`src/rtl/core_pkg.sv`:
```
// Shared constants and loader state encoding for the core memory path.
// Imported by the word loader and its byte packer.
package core_pkg;

    localparam int ADDR_W         = 15;
    localparam int DATA_W         = 64;
    localparam int BYTE_W         = 8;
    localparam int CNT_W          = 16;
    localparam int BYTES_PER_WORD = DATA_W / BYTE_W;
    localparam int IDX_W          = $clog2(BYTES_PER_WORD);

    typedef enum logic [1:0] {
        ST_IDLE    = 2'd0,
        ST_COLLECT = 2'd1,
        ST_WRITE   = 2'd2,
        ST_DONE    = 2'd3
    } ld_state_t;

endpackage

```
`src/rtl/byte_packer.sv`:
```
// Little-endian byte-to-word packer: lane register plus byte index.
// word shows the lanes with the incoming byte already merged in.
module byte_packer
    import core_pkg::*;
(
    input  logic              clk,
    input  logic              rst_n,
    input  logic              clear,
    input  logic              strobe,
    input  logic [BYTE_W-1:0] data,
    output logic [DATA_W-1:0] word,
    output logic              word_full
);

    logic [IDX_W-1:0]  byte_idx;
    logic [DATA_W-1:0] lanes;

    // Merge the strobed byte into its lane so a full word is visible
    // in the same cycle as its last byte.
    always_comb begin
        word = lanes;
        for (int i = 0; i < BYTES_PER_WORD; i++) begin
            if (strobe && byte_idx == IDX_W'(i)) begin
                word[i*BYTE_W +: BYTE_W] = data;
            end
        end
    end

    assign word_full = strobe && (byte_idx == IDX_W'(BYTES_PER_WORD - 1));

    // Lane storage and index; the index wraps to 0 after the last lane.
    always_ff @(posedge clk or negedge rst_n) begin
        if (!rst_n) begin
            lanes    <= '0;
            byte_idx <= '0;
        end else if (clear) begin
            lanes    <= '0;
            byte_idx <= '0;
        end else if (strobe) begin
            lanes    <= word;
            byte_idx <= byte_idx + IDX_W'(1);
        end
    end

endmodule

```
`src/rtl/mem_word_loader.sv`:
```
// Byte stream to 64-bit word loader feeding the core memory write port.
// Words go to consecutive addresses from a latched base, wrapping at the top.
module mem_word_loader
    import core_pkg::*;
(
    input  logic              clk,
    input  logic              rst_n,
    input  logic              start,
    input  logic [ADDR_W-1:0] base_addr,
    input  logic [CNT_W-1:0]  word_count,
    input  logic              in_valid,
    input  logic [BYTE_W-1:0] in_data,
    output logic              in_ready,
    output logic              mem_we,
    output logic [ADDR_W-1:0] mem_addr,
    output logic [DATA_W-1:0] mem_wdata,
    output logic              busy,
    output logic              done
);

    ld_state_t state;
    ld_state_t state_next;

    logic [ADDR_W-1:0] addr;
    logic [CNT_W-1:0]  remaining;
    logic [DATA_W-1:0] word_next;
    logic              word_full;
    logic              accept;
    logic              start_ok;
    logic              start_nop;
    logic              load_word;
    logic              last_word;
    logic              in_ready_d;
    logic              mem_we_d;
    logic              busy_d;
    logic              done_d;

    assign accept    = in_valid & in_ready;
    assign start_ok  = (state == ST_IDLE) & start & (word_count != '0);
    assign start_nop = (state == ST_IDLE) & start & (word_count == '0);
    assign load_word = accept & word_full;
    assign last_word = (remaining == CNT_W'(1));

    byte_packer u_packer (
        .clk       (clk),
        .rst_n     (rst_n),
        .clear     (start_ok),
        .strobe    (accept),
        .data      (in_data),
        .word      (word_next),
        .word_full (word_full)
    );

    // State register.
    always_ff @(posedge clk or negedge rst_n) begin
        if (!rst_n) begin
            state <= ST_IDLE;
        end else begin
            state <= state_next;
        end
    end

    // Next-state logic.
    always_comb begin
        state_next = state;
        unique case (state)
            ST_IDLE: begin
                if (start_ok) begin
                    state_next = ST_COLLECT;
                end
            end
            ST_COLLECT: begin
                if (load_word) begin
                    state_next = ST_WRITE;
                end
            end
            ST_WRITE: begin
                state_next = last_word ? ST_DONE : ST_COLLECT;
            end
            ST_DONE: begin
                state_next = ST_IDLE;
            end
        endcase
    end

    // Output decode from the upcoming state, registered below.
    always_comb begin
        in_ready_d = (state_next == ST_COLLECT);
        mem_we_d   = (state_next == ST_WRITE);
        busy_d     = (state_next == ST_COLLECT) || (state_next == ST_WRITE);
        done_d     = (state_next == ST_DONE) || start_nop;
    end

    // Output registers; address/data hold between writes.
    always_ff @(posedge clk or negedge rst_n) begin
        if (!rst_n) begin
            in_ready  <= 1'b0;
            mem_we    <= 1'b0;
            busy      <= 1'b0;
            done      <= 1'b0;
            mem_addr  <= '0;
            mem_wdata <= '0;
        end else begin
            in_ready <= in_ready_d;
            mem_we   <= mem_we_d;
            busy     <= busy_d;
            done     <= done_d;
            if (load_word) begin
                mem_addr  <= addr;
                mem_wdata <= word_next;
            end
        end
    end

    // Address and remaining-word counters; the address wraps silently.
    always_ff @(posedge clk or negedge rst_n) begin
        if (!rst_n) begin
            addr      <= '0;
            remaining <= '0;
        end else if (start_ok) begin
            addr      <= base_addr;
            remaining <= word_count;
        end else if (state == ST_WRITE) begin
            addr      <= addr + ADDR_W'(1);
            remaining <= remaining - CNT_W'(1);
        end
    end

endmodule

```
`config.mk`:
```
export PLATFORM = sky130hd
export DESIGN_NAME = mem_word_loader
export DESIGN_NICKNAME = d
export VERILOG_FILES = /design/src/rtl/core_pkg.sv /design/src/rtl/byte_packer.sv /design/src/rtl/mem_word_loader.sv
export SDC_FILE = /design/constraint.sdc
export NUM_CORES = 1
export LEC_CHECK = 0
export CAP_MARGIN = 20
export CORE_MARGIN = 2
export CORE_UTILIZATION = 45
export DETAILED_ROUTE_END_ITERATION = 16
export DONT_BUFFER_PORTS = 1
export HOLD_SLACK_MARGIN = 0.12
export PLACE_DENSITY = 0.59
export SETUP_SLACK_MARGIN = 0.5
export SYNTH_ARGS = -nofsm -noshare
export SYNTH_HDL_FRONTEND = slang
export SYNTH_SLANG_ARGS = --single-unit
```
`constraint.sdc`:
```
create_clock -name clk -period 7.1 [get_ports clk]
set_input_delay 0.355 -clock clk [delete_from_list [all_inputs] [get_ports clk]]
set_output_delay 0.355 -clock clk [all_outputs]
set_load 0.01 [all_outputs]
```
# == After elaboration in Yosys (flattened, before gate mapping) ==
# Index checks and enable logic that the tools add are counted.
# word_totals
output_inout_bits,83
in_bits,43
regBits,183
wordCells,69
# classes
muxes,20
n_addsub,3
bitwise,5
reduce_logical,16
n_eq_ne,14
# op_table
operator,n
64-bit 2-to-1 mux,2
8-bit 2-to-1 mux,8
16-bit 2-to-1 mux,2
15-bit 2-to-1 mux,2
16-bit by 1-bit == test with 1-bit output (second input constant),1
16-bit zero test,1
16-bit nonzero test,1
16-bit by 1-bit subtractor with 16-bit output (second input constant),1
15-bit by 1-bit adder with 15-bit output (second input constant),1
3-bit == test (second input constant),4
2-bit == test (second input constant),4
1-bit logical AND,8
2-bit case mux with 4 select lines,1
3-bit by 2-bit == test with 1-bit output (second input constant),2
2-bit 2-to-1 mux,3
3-bit 2-to-1 mux,2
1-bit AND,5
2-bit by 1-bit == test with 1-bit output (second input constant),2
2-bit nonzero test,2
3-bit by 1-bit adder with 3-bit output (second input constant),1
3-bit by 1-bit == test with 1-bit output (second input constant),1
3-bit zero test,1
2-bit zero test,1
1-bit logical OR,2

# == Logic depth before layout (Yosys ltp) ==
# Gate-level depths: netlist (run 1).
# logic_depth
ltp_word,7
depth_mapped,10
mapped_depth_nobuf,8

# == By module ==
# A second synthesis (run 1) with hierarchy kept.
# hier_totals
cells_unflattened,727
hier_area_um2,8869.8
# modules_own_cells
module,seq_area_each_um2,cells_per_inst,instances,area_per_inst_um2
mem_word_loader,2902.8,388,1,4959.8
byte_packer,1676.6,339,1,3910.0

# == Worst setup path before layout (run 1) ==
# No wires, ideal clock.
# synth_path
path_type,reg2reg
startpoint,reg remaining[3]
endpoint,reg busy
stages_incl_launch_ff,7
setup_time_ps,63
arrival_time_ps,2190
period_less_slack_ps,2253
setup_slack_ps,4847
required_time_ps,7037
n_path_buf,0
path_cell_list,dfrtp_1 or4_4 or4_1 and4bb_2 a32o_1 ha_1 inv_1
# synth_between
elab_chain_cells,5
elab_cells_between_ends,6
cone_classes,3 x eq/ne; 2 x mux; 1 x reduce/logical
# synth_rtl
item,line_no,rtl
"start, declared",mem_word_loader.sv:25,logic [CNT_W-1:0] remaining;
"start signal, assigned",mem_word_loader.sv:122,remaining <= word_count;
"start signal, assigned",mem_word_loader.sv:125,remaining <= remaining - CNT_W'(1);
16-bit by 1-bit == test with 1-bit output (*),mem_word_loader.sv:42,assign last_word = (remaining == CNT_W'(1));
2-bit 2-to-1 mux (*),mem_word_loader.sv:78,state_next = last_word ? ST_DONE : ST_COLLECT;
2-bit case mux with 4 select lines (*),mem_word_loader.sv:66,unique case (state)
named net state_next[1],mem_word_loader.sv:22,ld_state_t state_next;
2-bit by 1-bit == test with 1-bit output / 2-bit == test (equally long branches),mem_word_loader.sv:90,busy_d = (state_next == ST_COLLECT) || (state_next == ST_WRITE);
1-bit logical OR (*),mem_word_loader.sv:90,
named net busy_d,mem_word_loader.sv:35,logic busy_d;
"end signal, assigned",mem_word_loader.sv:106,busy <= busy_d;
"end, declared",mem_word_loader.sv:17,"output logic busy,"
# Mark *: on every way through the listed nets, which the timed path passes. The rest lies on a longest branch.
# A chain may end at the register's enable or synchronous reset.

# == Worst setup path in the final report (run 1) ==
# layout_path
startpoint,reg in_ready
endpoint,reg done
# layout_between
elab_chain_cells,7
# layout_rtl
item,line_no,rtl
"start, declared",mem_word_loader.sv:13,"output logic in_ready,"
"start signal, assigned",mem_word_loader.sv:104,in_ready <= in_ready_d;
1-bit AND (*),mem_word_loader.sv:38,assign accept = in_valid & in_ready;
1-bit logical AND,byte_packer.sv:29,assign word_full = strobe && (byte_idx == IDX_W'(BYTES_PER_WORD - 1));
1-bit AND (*),mem_word_loader.sv:41,assign load_word = accept & word_full;
2-bit 2-to-1 mux (*),mem_word_loader.sv:73,if (load_word) begin
2-bit case mux with 4 select lines (*),mem_word_loader.sv:66,
named net state_next[0],mem_word_loader.sv:22,
2-bit == test (*),mem_word_loader.sv:91,done_d = (state_next == ST_DONE) || start_nop;
1-bit logical OR (*),mem_word_loader.sv:91,
named net done_d,mem_word_loader.sv:36,logic done_d;
"end signal, assigned",mem_word_loader.sv:107,done <= done_d;
"end, declared",mem_word_loader.sv:18,output logic done
# Marks and branches as above.

==> impl_metrics.toml, run 1 <==
[status]
status = "complete, no violations"

[grt]
gr-total-overflow = 0
grt_pass1_wl_mm = 28.5
grt_pass1_vias = 5321
grt_busiest_layer = "met2"
gr-usage-all-layers_pct = 21.1
use_met2_pct = 36.0
grt_use_met3_pct = 5.36
grt_start_max_net_pins = 176
antenna_found_initial = 0
use_met1_pct = 26.2

[clock_tree]
clk_pin_slew_ps = 70
cts-root-buf = "clkbuf_16"
htreeDepth = 4
cts_resized = 0
hold_buffers = 43
cts_tree = "yes"
cts_buffer_depth = 2
postCtsSetupRepairBufs = 0
clock-sinks = 175
insertion_delay_ps = 420
cts_buffers = 17

[layout]
diodes = 0
syn_to_final_growth_pct = 15.9
nNetsFinal = 789
fin_cells = 962
drive_gt1_share_pct = 5.23
fill_cells = 1495

[route]
post_drt_wl_per_cell_um = 18.0
drcViolationCount = 0
initialDrtViolationCount = 330
routed_via_density = 5.43
antenna_left = 0
drt_wl_total_mm = 17.3
vias = 5225
firstDrtPassIters = 4

[placed_design]
hpwl_mm = 10.6
place_congestion = 0.829
post-place-cells = 888
numPortBuffers = 0

[floorplanning]
pin_count = 126
die-area_um2 = 17300
start_util_pct = 46.0
rows = 46
die_w_um = 131
die_h_um = 131
fp.coreArea_um2 = 15900

[sta]
finalCritPeriodShare_pct = 34.4
setup_tns_ps = 0
slew_headroom_pct = 27.4
drv_slew = 0
skew_ps = 7.42
setup_viol = 0
max_clock_freq_ghz = 0.410
worst_pin_slew_ps = 1090
rsz0062_at_grt = "false"
hold_viol_final = 0
period_minus_slack_ps = 2440

[critical_path]
critPathCaptureType = "flip-flop"
reg2regPathDepth = 6
worst-endpoint-required_ps = 7410
r2r_start = "in_ready$_DFF_PN0_"
r2r-end = "done$_DFF_PN0_"
path_class = "flip-flop to flip-flop"
critPathArrivalTime_ps = 2750
worstPathMaxFanout = 105
cp-endpoint = "done$_DFF_PN0_"
setup.worst_path.start_class = "flip-flop"
crit_path_start = "in_ready$_DFF_PN0_"
r2r_slack_ps = 4660

[min_path]
hold_path.class = "input port to flip-flop"

[yosys]
synth_area_um2 = 7300
synth_seq_cells = 175
yosys-top-cells-count = "dfrtp_1, nand2_1, nor2_1"
postSynthAreaPerCell_um2 = 10.2
syn_inst = 716
synth_fp_nets = 771
synth_cell_type_count = 43
yosysTopAreaCell = "dfrtp_1"
synth_top_area_share_pct = 60.0
synthArstFlopShare_pct = 100
synth_ff_type = "dfrtp_1"
yosysSeqAreaShare_pct = 60.0
synth_edf_count = 0
synth_most_common_cell = "dfrtp_1"
synth.area.top_cells = "dfrtp_1, mux2i_1, nand2_1"
ys_warn_count = 0

[job]
drv_cap = 0

[pwr]
leakagePower_nw = 4.24
ir_drop_mv = 0.180
powerDensity_nw_per_um2 = 418
## stage by stage
stage          cell area, um2  utilization [%]  worst slack (ps)  hold slack [ps]  power, W
2_1_floorplan            7300                -              4850             59.4   0.00235
3_3_place_gp             7420             46.7              4340             65.4   0.00253
3_5_place_dp             7420             46.7              4270             64.8   0.00258
4_1_cts                  8470             53.3              4610              121   0.00358
5_1_grt                  8470             53.3              4410              125   0.00379
6_report                 8470             53.3              4660              141   0.00354
## how the worst min path moves through the flow
stage | start | endpoint | slack [ps] | cells past startpoint
after floorplan | rst_n | addr[0]$_DFFE_PN0P_ | 60 | 0
after global placement | rst_n | mem_wdata[23]$_DFFE_PN0P_ | 70 | 0
after detailed placement | rst_n | u_packer.lanes[23]$_DFFE_PN0P_ | 60 | 0
after CTS | in_data[6] | u_packer.lanes[38]$_DFFE_PN0P_ | 120 | 2
after global routing | in_data[1] | u_packer.lanes[25]$_DFFE_PN0P_ | 130 | 2
final | in_data[1] | u_packer.lanes[25]$_DFFE_PN0P_ | 140 | 2
## worst max-delay path, stage by stage, from the launching register on
cell and delay (ps):
dfrtp_1 550, and2_1 410, nand2_4 570, nand2_1 210, nand2_1 130, ha_1 290, o21bai_1 150
## power breakdown
group	switching [W]	internal, W
logic	0.000459	0.000318
registers	0.000400	0.00142
clock network	0.000389	0.000552
## placed cells by master (no fill, tap or decap), drive strengths merged, types with 2 or more instances in the layout
cell | Yosys | layout
and4 | 2 | 2
and3 | 4 | 4
mux2i | 57 | 57
a221o | 2 | 2
dfrtp | 175 | 175
o221ai | 2 | 2
nand3 | 22 | 22
clkinvlp | 0 | 6
nand4 | 6 | 6
ha | 12 | 12
o211ai | 9 | 9
a22oi | 4 | 4
and2 | 5 | 5
a21oi | 25 | 25
xnor2 | 5 | 5
inv | 9 | 10
o21ai | 57 | 57
or4 | 3 | 3
clkinv | 0 | 3
nor4 | 7 | 7
nand2b | 3 | 3
dlygate4sd3 | 0 | 42
nor2 | 87 | 87
bufinv | 0 | 3
clkbuf | 32 | 18
nand2 | 147 | 147
nor3 | 4 | 4
buf | 13 | 2
nor3b | 3 | 3
o311ai | 4 | 4
nor2b | 3 | 3
## cells by family (layout without fill, tap and decap cells)
| family | after synthesis | after routing | synth area share, % |
|---|---|---|---|
| and+or+nand+nor | 299 | 299 | 17.5 |
| DFF | 175 | 175 | 60.0 |
| AOI/OAI and AO/OA | 114 | 114 | 9.25 |
| muxes | 57 | 57 | 7.81 |
| buffers and inverters | 54 | 84 | 2.78 |
| adders and majority gates | 12 | 12 | 2.06 |
| xor gates and xnor gates | 5 | 5 | 0.600 |
## final cells by class
type | instances | area [um2] | share of cell area (%)
Clock buffer | 18 | 429 | 5.07
Timing Repair Buffer | 44 | 455 | 5.38
Clock inverter | 13 | 166 | 1.97
Inverter | 9 | 33.8 | 0.399
Tap cell | 216 | 270 | 3.19
Sequential cell | 175 | 4380 | 51.7
Multi-Input combinational cell | 487 | 2730 | 32.3
## sequential cells by signal (all words and copies together), names as in the netlist
name               flops
mem_wdata             64
u_packer.lanes        56
remaining             16
addr                  15
mem_addr              15
u_packer.byte_idx      3
state                  2
busy                   1
done                   1
in_ready               1
mem_we                 1
## layer usage
metal / up-vias / part of all wire (%)
met5: - / 0
met4: 0 / 1.4
met3: 17 / 5.0
met2: 139 / 51
met1: 2611 / 43
li1: 2458 / -
Power figures use the tool's default switching activity.
==> inputs of run 2 (changes only) <==
PLACE_DENSITY = 0.61   (was 0.59)
clock period = 2.1 ns   (was 7.1 ns; I/O delays follow)
==> run 2 against run 1 <==
The flow now finishes with violations (negative hold slack, negative setup slack); utilization up 7.3 points; wire length rose by 14%; register-to-register slack got worse by 4800 ps; sequential share of layout area down 6.2 points; clock power rose to 3.3 times the previous value; total power rose to 3.7 times the previous value; first-iteration DRC count is 6.7% lower; critical endpoint is now busy$_DFF_PN0_.
==> impl_metrics.toml, run 2 (synthesized netlist as in run 1, its figures left out) <==
[clock_tree]
cts_buffer_depth = 2
cts_buffers = 17
htreeDepth = 4
clk_pin_slew_ps = 70
insertion_delay_ps = 430
cts-root-buf = "clkbuf_16"
cts_tree = "yes"
clock-sinks = 175

[floorplanning]
start_util_pct = 46.0
pin_count = 126
die-area_um2 = 17300
die_h_um = 131
rows = 46
die_w_um = 131
fp.coreArea_um2 = 15900

[sta]
setup_tns_ps = -516
drv_slew = 0
hold_viol_final = 175
period_minus_slack_ps = 2260
setup_ws_ps = -164
holdWs_ps = -624
setup_viol = 5
max_clock_freq_ghz = 0.442
rsz0062_at_grt = "true"
slew_headroom_pct = 56.3
finalCritPeriodShare_pct = 108
worst_pin_slew_ps = 654
skew_ps = 10.2

[grt]
grt_pass1_vias = 5396
grt_start_max_net_pins = 176
gr-usage-all-layers_pct = 22.0
antenna_found_initial = 2
use_met1_pct = 28.4
grt_pass1_wl_mm = 29.8
gr-total-overflow = 0
grt_busiest_layer = "met2"
grt_use_met3_pct = 5.56
use_met2_pct = 35.5

[layout]
final_common_cell = "dfrtp_1"
top_register = "mem_wdata"
largest_reg_flops = 64
largestRegisters = "mem_wdata x64, u_packer.lanes x56, remaining x16"
finalCoreUtilization_pct = 60.6
nNetsFinal = 851
drive_gt1_share_pct = 22.4
syn_to_final_growth_pct = 31.8
final_cell_mix = "dfrtp_1, nand2_1, nor2_1"
fin_cells = 1028

[route]
vias = 5624
routed_via_density = 5.47
drt_wl_total_mm = 19.8
drcViolationCount = 0
post_drt_wl_per_cell_um = 19.3
initialDrtViolationCount = 308
antenna_left = 0
firstDrtPassIters = 4

[job]
drv_cap = 0

[pwr]
ir_drop_mv = 0.695
powerDensity_nw_per_um2 = 1360
leakagePower_nw = 4.64

[status]
violations = "negative hold slack, negative setup slack"
status = "finished with violations"

[critical_path]
critPathCaptureType = "flip-flop"
critPathArrivalTime_ps = 2630
path_class = "flip-flop to flip-flop"
worst-endpoint-required_ps = 2460
crit_path_start = "remaining[6]$_DFFE_PN0P_"
worstPathMaxFanout = 4
setup.worst_path.start_class = "flip-flop"
r2r_start = "remaining[6]$_DFFE_PN0P_"

[placed_design]
numPortBuffers = 0
hpwl_mm = 11.1
post-place-cells = 906
place_congestion = 0.796

[min_path]
hold_path.class = "input port to asynchronous set/reset pin"
-- run 2: power breakdown --
part	switching, W	internal [W]
Combinational	0.00197	0.00177
Sequential	0.00142	0.00482
Clock	0.00139	0.00168
-- run 2: cell type report --
| cell class | count | area (um2) |
|---|---|---|
| Sequential cell | 175 | 4390 |
| Multi-Input combinational cell | 491 | 3270 |
| Timing Repair Buffer | 102 | 1080 |
| Clock buffer | 18 | 439 |
| Clock inverter | 14 | 134 |
| Antenna cell | 3 | 7.51 |
| Fill cell | 1298 | 6260 |
| Tap cell | 216 | 270 |
| Inverter | 9 | 33.8 |
-- run 2: timing repair --
action	4_1_cts	5_1_grt
setup endpoints to repair	165	141
hold buffers	41	1
buffers inserted	18	18
pin swaps	12	23
cloned	4	5
resized for setup	36	125
endpoints found under the hold margin	329	176
-- run 2: stage by stage --
stage	total power (W)	worst slack, ps	instance area [um2]
final	0.0131	-164	9630
after global routing	0.0139	-234	9620
after CTS	0.0123	-106	8870
after detailed placement	0.00886	-104	7580
after global placement	0.00868	-82.9	7580
after floorplan	0.00799	-85.0	7340
-- run 2: path summary, 6_finish.rpt --
check | to | slack, ps | cells past startpoint
min in group clk | u_packer.lanes[37]$_DFFE_PN0P_ | 130 | 4
max in group asynchronous | addr[4]$_DFFE_PN0P_ | 2520 | 0
worst min register to register | remaining[14]$_DFFE_PN0P_ | 510 | 1
worst max register to register | busy$_DFF_PN0_ | -160 | 6
worst max-delay path | busy$_DFF_PN0_ | -160 | 6
worst min-delay path | mem_wdata[21]$_DFFE_PN0P_ | -620 | 0
-- run 2: layer usage --
metal / wire (um) / part of all wire (%) / up-vias
met5: 0 / 0 / -
met4: 505 / 2.5 / 0
met3: 1190 / 6.0 / 40
met2: 9870 / 50 / 190
met1: 8270 / 42 / 2790
li1: - / - / 2604
-- run 2: critical path, cell delays in order, from the launching register on --
cell	delay [ps]
dfrtp_1	390
or4_4	540
or4_4	440
and4bb_2	330
a32o_2	220
ha_1	240
inv_1	50
